`config.mk`:
```
export PLATFORM = sky130hd
export DESIGN_NAME = adder_exec_unit
export DESIGN_NICKNAME = d
export VERILOG_FILES = /design/src/rtl/tomasulo_pkg.sv /design/src/rtl/cdb_result_fifo.sv /design/src/rtl/adder_exec_unit.sv
export SDC_FILE = /design/constraint.sdc
export NUM_CORES = 1
export LEC_CHECK = 0
export CAP_MARGIN = 20
export CORE_MARGIN = 2
export CORE_UTILIZATION = 50
export CTS_CLUSTER_DIAMETER = 120
export CTS_CLUSTER_SIZE = 20
export DETAILED_ROUTE_END_ITERATION = 6
export DONT_BUFFER_PORTS = 1
export SYNTH_ARGS = -nofsm -noshare
export SYNTH_HDL_FRONTEND = slang
export SYNTH_HIERARCHICAL = 1
export SYNTH_SLANG_ARGS = --single-unit
```
`constraint.sdc`:
```
create_clock -name Clock -period 10.05 [get_ports Clock]
set_clock_uncertainty 0.15 [all_clocks]
set_input_delay 0.5025 -clock Clock [delete_from_list [all_inputs] [get_ports Clock]]
set_output_delay 0.5025 -clock Clock [all_outputs]
set_load 0.05 [all_outputs]
```
`src/rtl/tomasulo_pkg.sv`:
```
// tomasulo_pkg: shared opcode, tag and instruction-field definitions for the Tomasulo adder path
package tomasulo_pkg;
  localparam int TAG_W = 3;
  localparam logic [TAG_W-1:0] NO_TAG = '0;
  typedef enum logic [2:0] {
    OP_ADD = 3'b000,
    OP_SUB = 3'b001
  } op_e;
  localparam int OP_LSB   = 13;
  localparam int DEST_LSB = 10;
  localparam int SRCJ_LSB = 7;
  localparam int SRCK_LSB = 4;
  localparam int REG_W    = 3;
endpackage

```
`src/rtl/cdb_result_fifo.sv`:
```
// cdb_result_fifo: in-order result buffer; push and pop may coincide at any occupancy, including full
module cdb_result_fifo #(
  parameter int DEPTH = 4,
  parameter int W     = 22
) (
  input  logic                       clk,
  input  logic                       rst,
  input  logic                       push,
  input  logic [W-1:0]               push_data,
  input  logic                       pop,
  output logic [W-1:0]               head,
  output logic                       empty,
  output logic [$clog2(DEPTH):0]     count
);
  localparam int AW = $clog2(DEPTH);
  logic [W-1:0]  mem_q [DEPTH];
  logic [W-1:0]  mem_d [DEPTH];
  logic [AW-1:0] rd_q, rd_d, wr_q, wr_d;
  logic [AW:0]   cnt_q, cnt_d;
  logic          do_pop, do_push;
  always_comb begin
    do_pop  = pop && cnt_q != '0;
    do_push = push && (cnt_q != (AW+1)'(DEPTH) || do_pop);
    mem_d   = mem_q;
    if (do_push) mem_d[wr_q] = push_data;
    wr_d    = wr_q + AW'(do_push);
    rd_d    = rd_q + AW'(do_pop);
    cnt_d   = cnt_q + (AW+1)'(do_push) - (AW+1)'(do_pop);
  end
  always_ff @(posedge clk) begin
    if (rst) begin
      rd_q  <= '0;
      wr_q  <= '0;
      cnt_q <= '0;
    end else begin
      rd_q  <= rd_d;
      wr_q  <= wr_d;
      cnt_q <= cnt_d;
    end
    mem_q <= mem_d;
  end
  assign empty = cnt_q == '0;
  assign count = cnt_q;
  assign head  = empty ? '0 : mem_q[rd_q];
endmodule

```
`src/rtl/adder_exec_unit.sv`:
```
// adder_exec_unit: fixed-latency ADD/SUB pipeline feeding a CDB result buffer.
// Define ADDER_EXEC_SAT_EN for signed saturation instead of modulo wrap.
module adder_exec_unit
  import tomasulo_pkg::*;
#(
  parameter int LATENCY = 2,
  parameter int DEPTH   = 4,
  parameter int DATA_W  = 16
) (
  input  logic              Clock,
  input  logic              Reset,
  input  logic              InValid,
  output logic              InReady,
  input  logic [15:0]       InInst,
  input  logic [TAG_W-1:0]  InTag,
  input  logic [DATA_W-1:0] InVj,
  input  logic [DATA_W-1:0] InVk,
  output logic              CdbReq,
  input  logic              CdbGrant,
  output logic              CdbValid,
  output logic [TAG_W-1:0]  CdbTag,
  output logic [REG_W-1:0]  CdbDest,
  output logic [DATA_W-1:0] CdbData,
  output logic              Done
);
  localparam int CW = $clog2(DEPTH) + 1;
  localparam int FW = $clog2(LATENCY + DEPTH + 1);
  localparam int EW = TAG_W + REG_W + DATA_W;
  logic [LATENCY-1:0] vld_q, vld_d;
  logic [TAG_W-1:0]   tag_q  [LATENCY];
  logic [TAG_W-1:0]   tag_d  [LATENCY];
  logic [REG_W-1:0]   dest_q [LATENCY];
  logic [REG_W-1:0]   dest_d [LATENCY];
  logic [DATA_W-1:0]  res_q  [LATENCY];
  logic [DATA_W-1:0]  res_d  [LATENCY];
  logic               done_q, done_d;
  logic [2:0]         op;
  logic [DATA_W:0]    sum;
  logic [DATA_W-1:0]  arith, res_in;
  logic               accept, fifo_empty;
  logic [CW-1:0]      fifo_cnt;
  logic [FW-1:0]      inflight;
  logic [EW-1:0]      head;
  logic               unused_inst;
  assign op          = InInst[OP_LSB +: 3];
  assign unused_inst = ^{InInst[SRCJ_LSB +: 2*REG_W], InInst[SRCK_LSB-1:0]};
  // One extra sign bit makes overflow visible as a disagreement of the top two bits.
  always_comb begin
    sum = (op == OP_SUB) ? {InVj[DATA_W-1], InVj} - {InVk[DATA_W-1], InVk}
                         : {InVj[DATA_W-1], InVj} + {InVk[DATA_W-1], InVk};
    res_in = (op == OP_ADD || op == OP_SUB) ? arith : '0;
  end
`ifdef ADDER_EXEC_SAT_EN
  assign arith = (sum[DATA_W] != sum[DATA_W-1])
               ? {sum[DATA_W], {(DATA_W-1){~sum[DATA_W]}}} : sum[DATA_W-1:0];
`else
  logic unused_ovf;
  assign unused_ovf = sum[DATA_W];
  assign arith      = sum[DATA_W-1:0];
`endif
  assign accept = InValid && InReady && InTag != NO_TAG;
  always_comb begin
    vld_d[0]  = accept;
    tag_d[0]  = InTag;
    dest_d[0] = InInst[DEST_LSB +: REG_W];
    res_d[0]  = res_in;
    for (int i = 1; i < LATENCY; i++) begin
      vld_d[i]  = vld_q[i-1];
      tag_d[i]  = tag_q[i-1];
      dest_d[i] = dest_q[i-1];
      res_d[i]  = res_q[i-1];
    end
    inflight = '0;
    for (int i = 0; i < LATENCY; i++) inflight = inflight + FW'(vld_q[i]);
    done_d = CdbValid;
  end
  always_ff @(posedge Clock) begin
    if (Reset) begin
      vld_q  <= '0;
      done_q <= 1'b0;
    end else begin
      vld_q  <= vld_d;
      done_q <= done_d;
    end
    tag_q  <= tag_d;
    dest_q <= dest_d;
    res_q  <= res_d;
  end
  cdb_result_fifo #(.DEPTH(DEPTH), .W(EW)) u_fifo (
    .clk       (Clock),
    .rst       (Reset),
    .push      (vld_q[LATENCY-1]),
    .push_data ({tag_q[LATENCY-1], dest_q[LATENCY-1], res_q[LATENCY-1]}),
    .pop       (CdbValid),
    .head      (head),
    .empty     (fifo_empty),
    .count     (fifo_cnt)
  );
  assign InReady = !Reset && (inflight + FW'(fifo_cnt)) < FW'(DEPTH);
  assign CdbReq  = !Reset && !fifo_empty;
  assign CdbValid = CdbReq && CdbGrant;
  assign {CdbTag, CdbDest, CdbData} = head;
  assign Done = done_q;
endmodule

```
== Word level (Yosys, flattened, before mapping) ==
Index checks and enable logic that the tools add are counted.

* $add $sub $neg: 8
* Muxes and demuxes: 8
* Bitwise logic cells: 2
* Reductions and logical operators: 16
* Equality and inequality tests: 2
* $lt $le $gt $ge: 4

{| class="wikitable"
|+ Operators by type and width
! cell !! number
|-
| bitwise mux 88 bit || 1
|-
| 2-to-1 mux 22 bit || 4
|-
| binary-select mux 22 bit (select 2 bit) || 1
|-
| demux 22 bit (select 2 bit) || 1
|-
| adder 16 bit || 1
|-
| 2-to-1 mux 16 bit || 1
|-
| subtractor 16 bit || 1
|-
| logical AND 1 bit || 8
|-
| >= comparator 3 bit, second input constant || 2
|-
| logical NOT 3 bit || 2
|-
| NOT 2 -> 3 bit || 2
|-
| nonzero test 3 bit || 2
|-
| adder 2 x 1 -> 2 bit || 2
|-
| adder 2 x 3 -> 3 bit || 1
|-
| adder 3 x 1 -> 3 bit || 1
|-
| equality test 3 x 1 -> 1 bit, second input constant || 1
|-
| less-than comparator 3 x 1 -> 1 bit, second input constant || 1
|-
| less-than comparator 3 bit, second input constant || 1
|-
| != test 3 bit, second input constant || 1
|-
| subtractor 3 x 1 -> 3 bit || 1
|-
| adder 1 x 1 -> 2 bit || 1
|-
| logical NOT 1 bit || 2
|-
| logical OR 1 bit || 2
|}

* Input port bits: 55
* Logic and storage cells: 55
* Output and inout bits: 26
* Register bits after elaboration: 142

== Logic depth before layout (Yosys ltp) ==
Gate-level depths: netlist of run 1.

* Depth in word-level cells: 9
* Depth in mapped cells: 14
* Mapped depth without buffers: 13

== Hierarchy ==
The synthesis of run 1 kept the hierarchy.

{| class="wikitable"
|+ By module, submodules not included
! module !! area each (um^2) !! seq. area each (um^2) !! instances !! cells each
|-
| cdb_result_fifo || 3,697.3 || 2,782.7 || 1 || 172
|-
| adder_exec_unit || 2,129.5 || 940.9 || 1 || 221
|}

== Worst setup path before layout of run 1 ==
Ideal clock, no wire load.

* Path kind: register to register
* Start: reg u_fifo.cnt_q[1], in the netlist u_fifo/count[1]
* End: reg u_fifo/mem_q[66] in the netlist's numbering (enable)
* Setup time: 465 ps
* Required time: 9,435 ps
* Buffers on the path: 1
* Cell stages (with the launch flop): 8
* Path slack: 4,778 ps
* Clock period less this slack: 5,272 ps
* Arrival: 4,657 ps
* Cells stage by stage: dfxtp_1 -> or3_1 -> clkbuf_1 -> inv_1 -> nor2_1 -> and2_1 -> nor4b_1 -> nor4b_1

* Cells in the longest elaborated chain, start to end: 7
* Elaborated cells between the ends (all ways): 9
* Classes of those cells: eq/ne: 1; reduce/logical: 8

{| class="wikitable"
|+ RTL lines
! item !! RTL line !! source
|-
| start: declaration || cdb_result_fifo.sv:19 || <nowiki>logic [AW:0] cnt_q, cnt_d;</nowiki>
|-
| start signal: assignment || cdb_result_fifo.sv:38 || <nowiki>cnt_q <= cnt_d;</nowiki>
|-
| logical NOT 3 bit || cdb_result_fifo.sv:42 || <nowiki>assign empty = cnt_q == '0;</nowiki>
|-
| net fifo_empty || adder_exec_unit.sv:40 || <nowiki>logic accept, fifo_empty;</nowiki>
|-
| logical NOT 1 bit || adder_exec_unit.sv:100 || <nowiki>assign CdbReq = !Reset && !fifo_empty;</nowiki>
|-
| logical AND 1 bit || adder_exec_unit.sv:100 ||
|-
| net CdbReq || adder_exec_unit.sv:18 || <nowiki>output logic CdbReq,</nowiki>
|-
| logical AND 1 bit || adder_exec_unit.sv:101 || <nowiki>assign CdbValid = CdbReq && CdbGrant;</nowiki>
|-
| net CdbValid || adder_exec_unit.sv:20 || <nowiki>output logic CdbValid,</nowiki>
|-
| logical AND 1 bit || cdb_result_fifo.sv:22 || <nowiki>do_pop = pop && cnt_q != '0;</nowiki>
|-
| logical OR 1 bit || cdb_result_fifo.sv:23 || <nowiki>do_push = push && (cnt_q != (AW+1)'(DEPTH) || do_pop);</nowiki>
|-
| logical AND 1 bit || cdb_result_fifo.sv:23 ||
|-
| end signal: assignment || cdb_result_fifo.sv:40 || <nowiki>mem_q <= mem_d;</nowiki>
|-
| end: declaration || cdb_result_fifo.sv:16 || <nowiki>logic [W-1:0] mem_q [DEPTH];</nowiki>
|}

The timed path passes the listed nets, and every way through them passes these cells.
A chain may end at the register's enable or synchronous reset.

== Worst setup path in the final report of run 1 ==
* Start: reg u_fifo.cnt_q[1], in the netlist u_fifo/count[1]
* End: reg u_fifo.cnt_q[2], in the netlist u_fifo/count[2]

* Cells in the longest elaborated chain, start to end: 9
* Elaborated cells between the ends (all ways): 11
* Classes of those cells: add/sub: 2; eq/ne: 1; reduce/logical: 8

{| class="wikitable"
|+ RTL lines
! item !! RTL line !! source
|-
| logical NOT 3 bit * || cdb_result_fifo.sv:42 ||
|-
| net fifo_empty || adder_exec_unit.sv:40 ||
|-
| logical NOT 1 bit * || adder_exec_unit.sv:100 ||
|-
| logical AND 1 bit * || adder_exec_unit.sv:100 ||
|-
| net CdbReq || adder_exec_unit.sv:18 ||
|-
| logical AND 1 bit * || adder_exec_unit.sv:101 ||
|-
| net CdbValid || adder_exec_unit.sv:20 ||
|-
| logical AND 1 bit * || cdb_result_fifo.sv:22 ||
|-
| logical OR 1 bit || cdb_result_fifo.sv:23 ||
|-
| logical AND 1 bit || cdb_result_fifo.sv:23 ||
|-
| adder 3 x 1 -> 3 bit || cdb_result_fifo.sv:28 || <nowiki>cnt_d = cnt_q + (AW+1)'(do_push) - (AW+1)'(do_pop);</nowiki>
|-
| subtractor 3 x 1 -> 3 bit * || cdb_result_fifo.sv:28 ||
|}

Mark *: on every way through the listed nets, which the timed path passes. The rest lies on a longest branch.

==> results.py, run 1 <==
metrics = {
    "status": {
        "run_status": "completed",
    },
    "route": {
        "drtAntennaViolNets": 0,
        "wl_um": 9371,
        "vias_per_cell": 5.329,
        "drt_pass1_iterations": 4,
        "drc": 0,
        "routed_via_count": 3016,
        "first_iter_violations": 136,
        "post_drt_wl_per_cell_um": 16.56,
    },
    "power": {
        "static-leakage-power_nw": 2.435,
        "vdd_ir_drop_max_mv": 0.1176,
        "powerDensity_mw_per_mm2": 211.6,
        "total_power_w": 0.001409,
    },
    "cells_and_area": {
        "finalNetCount": 488,
        "commonest_non_fill_non_tap_cells_in_the_layout": "edfxtp_1 (88), dfxtp_1 (54), nor2_1 (33)",
        "most_common_library_cell_in_the_layout_ignoring_fill_and_taps": "edfxtp_1",
        "fillCellCount": 930,
        "sequential_cell_area_mm2": 0.003724,
        "final_standard_cell_area_without_fillers_mm2": 0.006659,
        "antenna_cells": 0,
        "area_growth_synth_to_finish_pct": 14.28,
        "multiInputGateArea_mm2": 0.002001,
        "drive_above_1_share_pct": 15.13,
        "fin_util_pct": 58.32,
    },
    "setup_path": {
        "r2r_slack_ps": 5840,
        "end_kind": "flip-flop",
        "critical-path-max-stage-delay_ps": 730,
        "crit_type": "flip-flop to flip-flop",
        "worstPathArrival_ps": 4350,
        "startpoint_type": "flip-flop",
        "crit_top_cell": "inv_1",
        "worstPathRequired_ps": 10190,
        "crit_path_top_delay_cell": "nor2_1",
        "timing.critical_path.fanout_max": 24,
        "critical_path_cell_by_cell": "or3_1 -> inv_1 -> nor2_1 -> and2_1 -> nor4b_1 -> nand2b_1 -> ha_1 -> inv_1 -> ha_1 -> inv_1 -> fa_1 -> xnor3_1 -> nor2_1",
    },
    "timing": {
        "tns_ps": 0,
        "rsz0062_at_grt": "no",
        "timing.final.max_slew_violations": 0,
        "timing.final.ws_setup_ps": 5839,
        "final-hold-violation-count": 0,
        "fin_crit_ps": 4211,
        "max_freq_mhz": 237.5,
        "timing.final.crit_share_pct": 41.90,
        "timing.max_slew.rel_slack_pct": 34.40,
        "timing_worst_slew_pin_value_ps": 980.4,
        "endpoints_failing_setup": 0,
    },
    "die": {
        "start_util_pct": 51.03,
        "coreArea_mm2": 0.01142,
        "fp.dieArea_mm2": 0.01253,
        "io_pins": 81,
        "die_x_um": 112.0,
        "placementRows": 39,
        "die_h_um": 112.0,
    },
    "synthesis": {
        "synthMuxAreaShare_pct": 8.804,
        "synth_simple_gate_area_share_pct": 9.491,
        "synthXorXnorAreaFrac_pct": 5.046,
        "yosysSeqAreaShare_pct": 63.90,
        "fraction_of_the_mapped_netlist_area_in_compound_gates_pct": 5.690,
        "synthFlopType": "edfxtp_1",
        "yosysWarningCount": 6,
        "dominant_combinational_cell_family_by_area_after_synthesis": "simple AND/OR/NAND/NOR gates",
        "edff_count_synth": 88,
        "synthCells": 393,
        "synth_cell_types": 51,
        "mappedNetlistArea_mm2": 0.005827,
        "synth_area_per_cell_um2": 14.83,
        "yosys_register_bits": 142,
        "synth_fp_nets": 471,
        "synth_adder_area_share_pct": 5.196,
        "synthArstFlopShare_pct": 0,
    },
    "placed_design": {
        "post_dp_cell_area_mm2": 0.005974,
        "gp_congestion": 0.7177,
        "pre_cts_slack_ps": 5783,
        "port-buffer-count": 0,
        "place.detailed.hpwl_um": 6189,
    },
    "clocking": {
        "postCtsResizedCells": 0,
        "clkSlewWorstSetupHoldPaths_ps": 60,
        "latest_clock_arrival_within_the_worst_skew_pair_ps": 410,
        "cts.htree.levels": 4,
        "cts-root-buf": "clkbuf_16",
        "numCtsBuffers": 17,
        "tritoncts": "yes",
        "cts_max_path_buffers": 2,
        "clock_sinks": 142,
    },
    "grt": {
        "groute.usage.overall_pct": 16.30,
        "antenna_found_initial": 0,
        "globalRouteOverflowTotal": 0,
        "wire_length_of_the_first_global_routing_pass_um": 15610,
        "first_global_vias": 3167,
        "pin_count_of_the_biggest_net_entering_global_routing": 25,
    },
    "job": {
        "max_cap_viol_count": 0,
    },
    "min_path": {
        "worstHoldPathType": "input pin to flip-flop",
    },
}
-- routing by layer --
layer | wire, um | GRT usage, % | up-vias
met5 | 0 | 0 | -
met2 | 4548 | 26.34 | 72
li1 | - | - | 1494
met3 | 507 | 5.988 | 9
met4 | 99 | 5.854 | 0
met1 | 4216 | 20.37 | 1441
-- logic make-up after synthesis --
logic type / count (synthesis)
buffers and inverters: 24
and+or+nand+nor: 100
muxes: 23
AOI/OAI and AO/OA: 49
adders and majority gates: 23
DFF: 142
xor gates and xnor gates: 32
-- per-stage QoR --
step	hold slack [ps]	instances
2_1_floorplan	159.6	393
3_3_place_gp	160.3	527
3_5_place_dp	162.8	527
4_1_cts	47.52	566
5_1_grt	43.01	566
6_report	65.39	566
-- registers in the layout (all words and copies together) (netlist names) --
name / cells
u_fifo/mem_q: 88
res_d: 16
res_q: 16
dest_d: 3
dest_q: 3
tag_d: 3
tag_q: 3
u_fifo/count: 3
u_fifo/rd_q: 2
u_fifo/wr_q: 2
vld_q: 2
Done: 1
-- cell usage after synthesis, drive strengths merged (2+ instances only) --
cell    number  area, um^2
edfxtp      88        2643
a31oi        4       25.02
a311oi       2       23.77
xor2        10       87.58
nor4b        2       17.52
a21oi       19       95.09
a21o         7       52.55
mux4        22       503.0
buf          5       37.53
nor2        33       123.9
nor3         5       25.02
nor2b        4       25.02
nand3        2       10.01
o21bai       2       15.01
and2        27       168.9
ha          21       262.8
xnor2       21       183.9
fa           2       40.04
nand2       12       45.04
and4bb       2       25.02
nand3b       2       15.01
dfxtp       54        1081
o21ai        6       30.03
inv         11       41.29
clkbuf       8       30.03
-- final timing paths --
path              depth (start not counted)                  startpoint                    endpoint
hold / removal                            1                    CdbGrant             Done$_SDFF_PP0_
setup / recovery                         13  u_fifo/count[1]$_SDFF_PP0_  u_fifo/count[2]$_SDFF_PP0_
hold reg to reg                           0         res_d[6]$_SDFF_PN0_            res_q[6]$_DFF_P_
setup reg to reg                         13  u_fifo/count[1]$_SDFF_PP0_  u_fifo/count[2]$_SDFF_PP0_
-- worst max-delay path, delay by kind of cell (launching register included) --
family	cells	cell delay, ps
flip-flops	1	430
adder cells (fa/ha/maj)	3	770
buffers and inverters	3	190
XOR/XNOR	1	220
AND/OR/NAND/NOR	6	2330
-- report_power, final --
group          leakage, nW  internal [W]  total, W  switching, W
combinational        0.871     0.0000495  0.000135     0.0000857
sequential            1.25      0.000645  0.000659     0.0000133
clock                0.312      0.000391  0.000615      0.000224
total                 2.43       0.00109   0.00141      0.000323
-- timing repair --
| item | CTS | global route |
|---|---|---|
| hold buffers | 7 | 0 |
| endpoints found under the setup margin | 0 | 0 |
| buffers inserted | 0 | 0 |
| hold endpoints to repair | 14 | 0 |
-- layout make-up --
| class | instances | area share (%) |
|---|---|---|
| Clock buffer | 23 | 8.324 |
| Clock inverter | 9 | 0.9019 |
| Inverter | 11 | 0.6201 |
| Multi-Input combinational cell | 227 | 30.05 |
| Sequential cell | 142 | 55.92 |
| Tap cell | 143 | 2.687 |
| Timing Repair Buffer | 11 | 1.503 |
No activity file was read; power rests on OpenSTA's default activity.
==> run 2, diff against run 1 <==
==> constraint.sdc (replaced) <==
create_clock -name Clock -period 4.1 [get_ports Clock]
set_clock_uncertainty 0.15 [all_clocks]
set_input_delay 0.205 -clock Clock [delete_from_list [all_inputs] [get_ports Clock]]
set_output_delay 0.205 -clock Clock [all_outputs]
set_load 0.05 [all_outputs]
==> results.py, run 2 (synthesized netlist as in run 1, its figures left out) <==
metrics = {
    "status": {
        "run_status": "completed",
    },
    "setup_path": {
        "worstPathArrival_ps": 3550,
        "worstPathRequired_ps": 4230,
        "worst_r2r_path_depth": 14,
        "end_kind": "flip-flop",
        "worstReg2RegEnd": "u_fifo/count[2]$_SDFF_PP0_",
        "timing.critical_path.fanout_max": 6,
        "rr_startpoint": "u_fifo/count[1]$_SDFF_PP0_",
        "r2r_slack_ps": 690,
        "startpoint_type": "flip-flop",
        "crit_type": "flip-flop to flip-flop",
    },
    "grt": {
        "pin_count_of_the_biggest_net_entering_global_routing": 24,
        "first_global_vias": 3217,
        "globalRouteOverflowTotal": 0,
        "wire_length_of_the_first_global_routing_pass_um": 15680,
        "antenna_found_initial": 0,
        "groute.usage.overall_pct": 16.29,
    },
    "clocking": {
        "tritoncts": "yes",
        "cts.htree.levels": 4,
        "clock_sinks": 142,
        "latest_clock_arrival_within_the_worst_skew_pair_ps": 400,
        "post_cts_buffers": 0,
        "numCtsBuffers": 17,
        "cts-root-buf": "clkbuf_16",
        "postCtsResizedCells": 0,
        "clkSlewWorstSetupHoldPaths_ps": 60,
        "cts_max_path_buffers": 2,
    },
    "power": {
        "clkPwrFrac_pct": 43.3,
        "powerDensity_mw_per_mm2": 512.7,
        "switching_power_w": 0.0007924,
        "share_comb_of_total_power_pct": 10.0,
        "static-leakage-power_nw": 2.460,
        "sw_frac_of_total_pct": 22.92,
        "pwr-share-seq_pct": 46.7,
        "vdd_ir_drop_max_mv": 0.2814,
        "internal_power_w": 0.002665,
    },
    "placed_design": {
        "place.detailed.hpwl_um": 6199,
        "gp_congestion": 0.7227,
        "port-buffer-count": 0,
        "dp_cells": 530,
        "pre_cts_slack_ps": 702.4,
    },
    "die": {
        "fp.dieArea_mm2": 0.01253,
        "die_x_um": 112.0,
        "die_h_um": 112.0,
        "start_util_pct": 51.03,
        "coreArea_mm2": 0.01142,
        "io_pins": 81,
        "placementRows": 39,
    },
    "cells_and_area": {
        "largest_register": "u_fifo/mem_q",
        "drive_above_1_share_pct": 15.47,
        "largest_register_ff_count": 88,
        "antenna_cells": 0,
        "finalNetCount": 498,
        "area_growth_synth_to_finish_pct": 15.72,
        "most_common_library_cell_in_the_layout_ignoring_fill_and_taps": "edfxtp_1",
        "post_layout_nonfiller_instances": 576,
        "fin_util_pct": 59.05,
        "commonest_non_fill_non_tap_cells_in_the_layout": "edfxtp_1 (88), dfxtp_1 (54), nor2_1 (33)",
    },
    "timing": {
        "fin_crit_ps": 3414,
        "max_freq_mhz": 292.9,
        "final-hold-violation-count": 0,
        "timing.final.ws_setup_ps": 685.6,
        "timing.final.crit_share_pct": 83.28,
        "timing_worst_slew_pin_value_ps": 1001,
        "timing.max_slew.rel_slack_pct": 33.03,
        "rsz0062_at_grt": "no",
        "timing.final.max_slew_violations": 0,
        "tns_ps": 0,
        "endpoints_failing_setup": 0,
        "holdWs_ps": 16.19,
    },
    "job": {
        "max_cap_viol_count": 0,
    },
    "route": {
        "vias_per_cell": 5.345,
        "drt_pass1_iterations": 4,
        "drc": 0,
        "wl_um": 9591,
        "post_drt_wl_per_cell_um": 16.65,
        "routed_via_count": 3079,
        "drtAntennaViolNets": 0,
        "first_iter_violations": 119,
    },
    "min_path": {
        "timing.hold.worst.start": "InInst[15]",
        "whs_endpoint": "res_d[0]$_SDFF_PN0_",
        "depth_of_the_worst_hold_timing_path": 2,
        "worstHoldPathType": "input pin to flip-flop",
    },
}
[run 2: changes by cell type in the layout (fill, tap and decap cells not counted), sizes merged]
cell	change
buf	+3
bufinv	+3
clkbuf	-6
clkinv	+6
clkinvlp	+3
dlygate4sd3	+7
inv	-6
[run 2: final cells by class]
class                           count  area, um^2
Multi-Input combinational cell    227        2009
Timing Repair Buffer               21       192.7
Fill cell                         924        4676
Sequential cell                   142        3724
Inverter                           11       41.29
Clock inverter                     15       171.4
Tap cell                          143       178.9
Clock buffer                       17       425.4
[run 2: power by group through the flow]
stage | logic (W) | registers, W | clock network (W)
global route | 0.000381 | 0.00162 | 0.00159
CTS | 0.000348 | 0.00162 | 0.00152
finish | 0.000346 | 0.00161 | 0.00150
floorplan | 0.000285 | 0.00163 | 0
global placement | 0.000329 | 0.00164 | 0
detailed placement | 0.000333 | 0.00164 | 0
[run 2: worst max-delay path, stage by stage, from the launching register on]
cell and delay [ps]:
dfxtp_1 420, or3_1 170, inv_1 40, nor2_1 720
and2_1 280, nor4b_1 70, buf_4 160, nand2b_1 140
ha_1 270, inv_1 60, ha_1 130, inv_1 50
fa_1 380, xnor3_1 220, nor2_1 40
[run 2: how the worst max path moves through the flow]
stage,start,slack [ps],endpoint,cells past startpoint
after CTS,u_fifo/count[1]$_SDFF_PP0_,670,u_fifo/count[2]$_SDFF_PP0_,14
after detailed placement,u_fifo/count[1]$_SDFF_PP0_,700,u_fifo/count[2]$_SDFF_PP0_,14
after global routing,u_fifo/count[1]$_SDFF_PP0_,480,u_fifo/count[2]$_SDFF_PP0_,14
after floorplan,u_fifo/count[1]$_SDFF_PP0_,270,u_fifo/count[2]$_SDFF_PP0_,14
final,u_fifo/count[1]$_SDFF_PP0_,690,u_fifo/count[2]$_SDFF_PP0_,14
after global placement,u_fifo/count[1]$_SDFF_PP0_,820,u_fifo/count[2]$_SDFF_PP0_,14
[run 2: per-layer routing]
metal	track usage (%)	vias up	routed length (um)
met2	27.56	83	4801
met5	0	-	0
met4	5.854	0	106
met1	20.03	1472	4223
li1	-	1515	-
met3	4.845	9	459
[run 2: timing repair]
action / in CTS / in global routing
endpoints found under the setup margin: 0 / 0
hold buffers: 14 / 0
endpoints found under the hold margin: 18 / 0
[run 2: metrics by stage]
stage | total power (W) | instance area [um^2]
floorplan | 0.001916 | 5842
global placement | 0.001970 | 6006
detailed placement | 0.001978 | 6006
CTS | 0.003485 | 6743
global route | 0.003591 | 6743
finish | 0.003457 | 6743
